**src/rtl/distribution_writer.sv**
```systemverilog
// Streams a 256-bit distribution word to external SSR memory as one SPI mode-0 frame:
// command byte, 16-bit address, then the data word, MSB first, stalling the core throughout.
module distribution_writer #(
    parameter int         CLK_DIV   = 2,
    parameter logic [7:0] CMD_WRITE = 8'h02
) (
    input  logic         clk,
    input  logic         reset,
    input  logic         DWCtrl,
    input  logic [31:0]  rs1,
    input  logic [255:0] DW_input,
    output logic         dw_clk_stall,
    output logic         dw_done,
    output logic         spi_cs_n,
    output logic         spi_sclk,
    output logic         spi_mosi
);

    localparam int               FRAME_BITS = 8 + 16 + 256;
    localparam int               HALF_W     = (CLK_DIV > 1) ? $clog2(CLK_DIV) : 1;
    localparam logic [HALF_W-1:0] HALF_LAST = HALF_W'(CLK_DIV - 1);
    localparam logic [8:0]       LAST_BIT   = 9'(FRAME_BITS - 1);

    typedef enum logic [1:0] {
        ST_IDLE,
        ST_SHIFT_LO,
        ST_SHIFT_HI,
        ST_HOLD
    } state_t;

    state_t                  r_state;
    state_t                  w_state_next;
    logic [FRAME_BITS-1:0]   r_shift;
    logic [FRAME_BITS-1:0]   w_shift_next;
    logic [8:0]              r_bit_cnt;
    logic [8:0]              w_bit_cnt_next;
    logic [HALF_W-1:0]       r_half_cnt;
    logic [HALF_W-1:0]       w_half_cnt_next;
    logic                    w_half_done;

    logic                    r_cs_n;
    logic                    r_sclk;
    logic                    r_mosi;
    logic                    r_stall;
    logic                    r_done;
    logic                    w_cs_n_next;
    logic                    w_sclk_next;
    logic                    w_mosi_next;
    logic                    w_stall_next;
    logic                    w_done_next;

    // Upper address half is not part of the frame.
    logic                    w_unused_rs1_hi;
    assign w_unused_rs1_hi = ^rs1[31:16];

    assign w_half_done = (r_half_cnt == HALF_LAST);

    // State register: every output is registered alongside the FSM state.
    always_ff @(posedge clk) begin
        if (reset) begin
            r_state    <= ST_IDLE;
            r_shift    <= '0;
            r_bit_cnt  <= '0;
            r_half_cnt <= '0;
            r_cs_n     <= 1'b1;
            r_sclk     <= 1'b0;
            r_mosi     <= 1'b0;
            r_stall    <= 1'b0;
            r_done     <= 1'b0;
        end else begin
            r_state    <= w_state_next;
            r_shift    <= w_shift_next;
            r_bit_cnt  <= w_bit_cnt_next;
            r_half_cnt <= w_half_cnt_next;
            r_cs_n     <= w_cs_n_next;
            r_sclk     <= w_sclk_next;
            r_mosi     <= w_mosi_next;
            r_stall    <= w_stall_next;
            r_done     <= w_done_next;
        end
    end

    // Next-state and datapath.
    always_comb begin
        w_state_next   = r_state;
        w_shift_next   = r_shift;
        w_bit_cnt_next = r_bit_cnt;
        unique case (r_state)
            ST_IDLE: begin
                if (DWCtrl) begin
                    w_state_next   = ST_SHIFT_LO;
                    w_shift_next   = {CMD_WRITE, rs1[15:0], DW_input};
                    w_bit_cnt_next = '0;
                end
            end
            ST_SHIFT_LO: begin
                if (w_half_done) begin
                    w_state_next = ST_SHIFT_HI;
                end
            end
            ST_SHIFT_HI: begin
                if (w_half_done) begin
                    if (r_bit_cnt == LAST_BIT) begin
                        w_state_next = ST_HOLD;
                    end else begin
                        w_state_next   = ST_SHIFT_LO;
                        w_shift_next   = {r_shift[FRAME_BITS-2:0], 1'b0};
                        w_bit_cnt_next = r_bit_cnt + 9'd1;
                    end
                end
            end
            ST_HOLD: begin
                if (w_half_done) begin
                    w_state_next = ST_IDLE;
                end
            end
            default: begin
                w_state_next = ST_IDLE;
            end
        endcase

        // Half-period timer restarts on every state change and rests at zero in IDLE.
        if ((w_state_next != r_state) || (r_state == ST_IDLE)) begin
            w_half_cnt_next = '0;
        end else begin
            w_half_cnt_next = r_half_cnt + HALF_W'(1);
        end
    end

    // Outputs are decoded from the upcoming state so they change on the same edge as it.
    always_comb begin
        w_cs_n_next  = (w_state_next == ST_IDLE);
        w_sclk_next  = (w_state_next == ST_SHIFT_HI);
        w_mosi_next  = (w_state_next == ST_IDLE) ? 1'b0 : w_shift_next[FRAME_BITS-1];
        w_stall_next = (w_state_next != ST_IDLE);
        w_done_next  = (r_state == ST_HOLD) && (w_state_next == ST_IDLE);
    end

    assign spi_cs_n     = r_cs_n;
    assign spi_sclk     = r_sclk;
    assign spi_mosi     = r_mosi;
    assign dw_clk_stall = r_stall;
    assign dw_done      = r_done;

endmodule
```
**config.mk**
```make
export PLATFORM = sky130hd
export DESIGN_NAME = distribution_writer
export DESIGN_NICKNAME = d
export VERILOG_FILES = /design/src/rtl/distribution_writer.sv
export SDC_FILE = /design/constraint.sdc
export NUM_CORES = 1
export LEC_CHECK = 0
export ABC_AREA = 1
export BUFFER_PORTS_ARGS = -buffer_cell sky130_fd_sc_hd__buf_2
export CORE_ASPECT_RATIO = 1.4
export CORE_MARGIN = 5
export CORE_UTILIZATION = 45
export DETAILED_ROUTE_END_ITERATION = 10
export PLACE_DENSITY = 0.68
export SLEW_MARGIN = 20
export SYNTH_ARGS = -nofsm -noshare
export SYNTH_HDL_FRONTEND = slang
export SYNTH_SLANG_ARGS = --single-unit
```
**constraint.sdc**
```tcl
create_clock -name clk -period 3.88 [get_ports clk]
set_input_delay 0.388 -clock clk [delete_from_list [all_inputs] [get_ports clk]]
set_output_delay 0.388 -clock clk [all_outputs]
set_load 0.005 [all_outputs]
```
# Word level (Yosys, flattened, before mapping)
# Index checks and enable logic that the tools add are counted.
[classes]
n_eq_ne = 9
n_addsub = 2
n_mux = 14
reduce_logical = 9
[ops]
columns = ["operator", "count"]
rows = [
  ["280-bit 2-to-1 mux", 3],
  ["280-bit case mux with 2 select lines", 1],
  ["9-bit 2-to-1 mux", 3],
  ["9-bit case mux with 2 select lines", 1],
  ["2-bit 2-to-1 mux", 5],
  ["9-bit by 1-bit adder with 9-bit output (second input constant)", 1],
  ["9-bit equality test (second input constant)", 1],
  ["2-bit case mux with 4 select lines", 1],
  ["2-bit equality test (second input constant)", 3],
  ["2-bit inequality test (second input constant)", 3],
  ["2-bit logical NOT", 2],
  ["4-bit AND reduction", 1],
  ["2-bit nonzero test", 2],
  ["2-bit OR reduction", 2],
  ["2-bit by 1-bit equality test with 1-bit output (second input constant)", 1],
  ["2-bit inequality test", 1],
  ["1-bit adder (second input constant)", 1],
  ["1-bit logical AND", 1],
  ["1-bit logical OR", 1],
]
[word_totals]
output_inout_bits = 5
elab_cells = 44
ff_bits = 297

# Logic depth before layout (Yosys ltp)
[logic_depth]
ltp_word = 7
ltp_mapped = 10

# Worst setup path before layout
# Ideal clock, no wire load.
[synth_timing]
path_type = "input -> register"
from = "input port DWCtrl"
to = "register r_shift[129]"
arrival_time_ps = 1505
t_required_ps = 3752
path_slack_ps = 2247
setup_ps = 128
stages = 9
path_cell_list = "clkbuf_1 > nand2_2 > o21ai_4 > nand2_2 > buf_6 > buf_12 > buf_6 > a21oi_2 > nor2_1"
[synth_between]
elab_chain_cells = 2
[synth_rtl]
columns = ["element", "line_no", "rtl"]
rows = [
  ["start: declaration", "9", "input logic DWCtrl,"],
  ["2-bit inequality test (no source line)", "n/a", ""],
  ["4-bit AND reduction (no source line)", "n/a", ""],
  ["end signal: assignment", "72", "r_shift <= w_shift_next;"],
  ["end: declaration", "33", "logic [FRAME_BITS-1:0] r_shift;"],
]
# No other way between the ends.
# A chain may end at the register's enable or synchronous reset.

# Final worst setup path
[layout_timing]
from = "register r_bit_cnt[0]"
to = "register r_shift[125]"
[layout_between]
elab_chain_cells = 3
[layout_rtl]
columns = ["element", "line_no", "rtl"]
rows = [
  ["start: declaration", "35", "logic [8:0] r_bit_cnt;"],
  ["start signal: assignment", "73", "r_bit_cnt <= w_bit_cnt_next;"],
  ["9-bit equality test", "103", "if (r_bit_cnt == LAST_BIT) begin"],
  ["2-bit inequality test (no source line)", "n/a", ""],
  ["4-bit AND reduction (no source line)", "n/a", ""],
]
# No other way between the ends.

==> flow_summary.ini <==
[run_status]
status = finished, final reports clean

[floorplan]
dieArea_um2 = 33500
start_util_pct = 45.3
fp.dieW_um = 156
pin_count = 296
die_h_um = 215
rows = 75
core_area_um2 = 29700

[global_route]
grt_overflow = 0
antenna_found_initial = 2
grt_pass1_vias = 12309
grt_usage_pct = 19.2
grt_max_degree = 253
grt_pass1_wl_um = 56600

[routing]
ant_nets = 0
via_per_inst = 5.11
drc = 0
wire_per_inst_um = 13.1
routed_wl_um = 33900
wl_met1_um = 15000
vias = 13254
route.met2.wl_um = 16100
top_layer = met5
route.met3.wl_um = 2130
dr.first_iter.drc_count = 895
firstDrtPassIters = 5

[worst_setup_path]
max_stage_delay_ns = 0.58
slowest_stage = nand2_8
endpoint_kind = flip-flop
rrSetupSlack_ns = 1.30
worst-endpoint-required_ns = 4.35
crit_path_max_fanout = 122
critPathLaunchType = flip-flop
crit_type = reg -> reg
cp_cell_sequence = ha_1, nand2_1, nor2_2, nand3_2, nand2_8, buf_12, a21oi_1, nor2_1
cp_data_arrival_time_ns = 3.04

[min_path]
hold_class = in -> reg

[pwr]
power_per_cell_area_nw_per_um2 = 462
power.leakage_nw = 7.61
p_comb_share_pct = 12.2
power_frac_seq_pct = 46.1
intPower_mw = 5.44
pwr-share-clk_pct = 41.7
p_sw_mw = 1.85
ir_drop_uv = 392
switching_share_pct = 25.4

[run]
maxCapViolations = 0

[timing]
fin_setup_tns_ns = 0
fmax_mhz = 388
worst_slew_pin_slew_ns = 1.46
setup_violations = 0
min_period_over_period_pct = 66.4
max_slew_margin_pct = 2.71
maxSlewViolCount = 0
period_minus_slack_ns = 2.58
rsz0062_at_grt = no
hold_viol = 0
skew_ns = 0.0114

[yosys]
synth_compound_area_share_pct = 10.6
synth_mux_area_share_pct = 0
synth_flop_cell = dfxtp_1
synthArstFlopShare_pct = 0
synth-simple-area-share_pct = 37.9
yosys_warnings = 0
synth_top_family_by_area = simple AND/OR/NAND/NOR gates
synth.distinct_cells = 26
synthCells = 2021
synth-xor-area-share_pct = 0
synth_seq_cells = 297
syn_area_per_cell_um2 = 6.67
netlist_area_um2 = 13500
synthAdderAreaFrac_pct = 0.0929
syn-num-nets = 2313
ys_seq_area_share_pct = 44.1
synth_edf_count = 0

[clocking]
h-tree-depth = 1
clock_path_buffers = 3
root_buffer = clkbuf_16
ctsHoldBuffers = 0
cts_inserted_buffers = 30
clock-sinks = 297
cts_resized = 0
postCtsSetupBuffers = 0
clk_latency_ns = 0.55
cts_tree = built
path_clk_slew_ns = 0.06

[placement]
dp_hpwl_um = 20300
place_area_um2 = 14700
globalplace.congestion = 0.820
portBuffers = 279

[cells_and_area]
final_cell_mix = 605 x nand2_1, 341 x nor2_1, 297 x dfxtp_1, 278 x buf_2, 262 x nand3_1
stdcell_area_um2 = 15800
layout_commonest_cell = nand2_1
area_growth_pct = 17.2
finalNetCount = 2477
drive_gt1_share_pct = 16.8
==> registers in the layout (all words and copies together) (netlist names) <==
name and flops:
r_state 2, dw_clk_stall 1, spi_mosi 1, r_shift 280, dw_done 1, r_bit_cnt 9
r_half_cnt 1, spi_sclk 1, spi_cs_n 1
==> power groups by stage <==
stage                     sequential [mW]  combinational [mW]  clock [mW]
after global placement               3.42               0.889           0
final                                3.36               0.893        3.04
after global routing                 3.38                1.03        3.26
after detailed placement             3.42               0.900           0
after floorplan                      3.40               0.666           0
after CTS                            3.36               0.906        3.13
==> critical path, delay by kind of cell, from the launching register on <==
kind	cells	cell delay, ns
adders and majority gates	1	0.18
AOI/OAI and AO/OA	1	0.14
DFF	1	0.37
buffers and inverters	1	0.51
and+or+nand+nor	5	1.23
==> kinds of logic (layout without fill, tap and decap cells) <==
group                    after synthesis  count (layout)
adder cells (fa/ha/maj)                1               1
AO/OA/AOI/OAI                        269             269
AND/OR/NAND/NOR                     1251            1251
other                                  0               1
flip-flops                           297             297
buffers and inverters                203             390
==> worst paths after layout <==
path,cells past startpoint,to,from
worst min-delay path,5,r_shift[51],DW_input[51]
worst max-delay path,8,r_shift[125],r_bit_cnt[0]
worst max register to register,8,r_shift[125],r_bit_cnt[0]
worst min register to register,2,r_shift[272],r_shift[272]
==> Yosys cell counts, types with 2 or more instances <==
cell type	count	area (um2)
nor2_2	3	18.8
buf_6	12	135
clkbuf_1	54	203
buf_4	2	15.0
o21ai_0	6	30.0
inv_1	43	161
inv_2	3	11.3
nand3_1	262	1310
dfxtp_1	297	5950
nand2_2	4	25.0
a21oi_2	20	175
nor2_1	341	1280
nand2_1	606	2270
nor3_1	27	135
a21oi_1	241	1210
buf_1	7	26.3
nand4_1	5	31.3
buf_2	80	400
==> metrics by stage <==
stage	instances	total power, mW	setup WS [ns]	utilization [%]	hold slack (ns)
floorplan	2021	4.07	2.25	-	0.439
global placement	2538	4.30	1.32	49.5	0.450
detailed placement	2538	4.33	1.30	49.5	0.455
CTS	2593	7.40	1.27	53.1	0.112
global route	2594	7.67	1.00	53.1	0.134
finish	2594	7.29	1.30	53.1	0.139
==> area by class of cell <==
class                           instances  area, um2
Multi-Input combinational cell       1521       6570
Timing Repair Buffer                  288       1560
Clock buffer                           42        877
Clock inverter                         13        174
Fill cell                            3003      14000
Antenna cell                            1       2.50
Sequential cell                       297       5950
Inverter                               47        181
Tap cell                              385        482
==> per-layer routing <==
layer / track usage, % / vias to the layer above
met2: 32.2 / 335
met1: 25.8 / 6057
li1: - / 6816
met4: 4.78 / 2
met5: 0 / -
met3: 3.22 / 44
(Power assumes the default switching activity.)
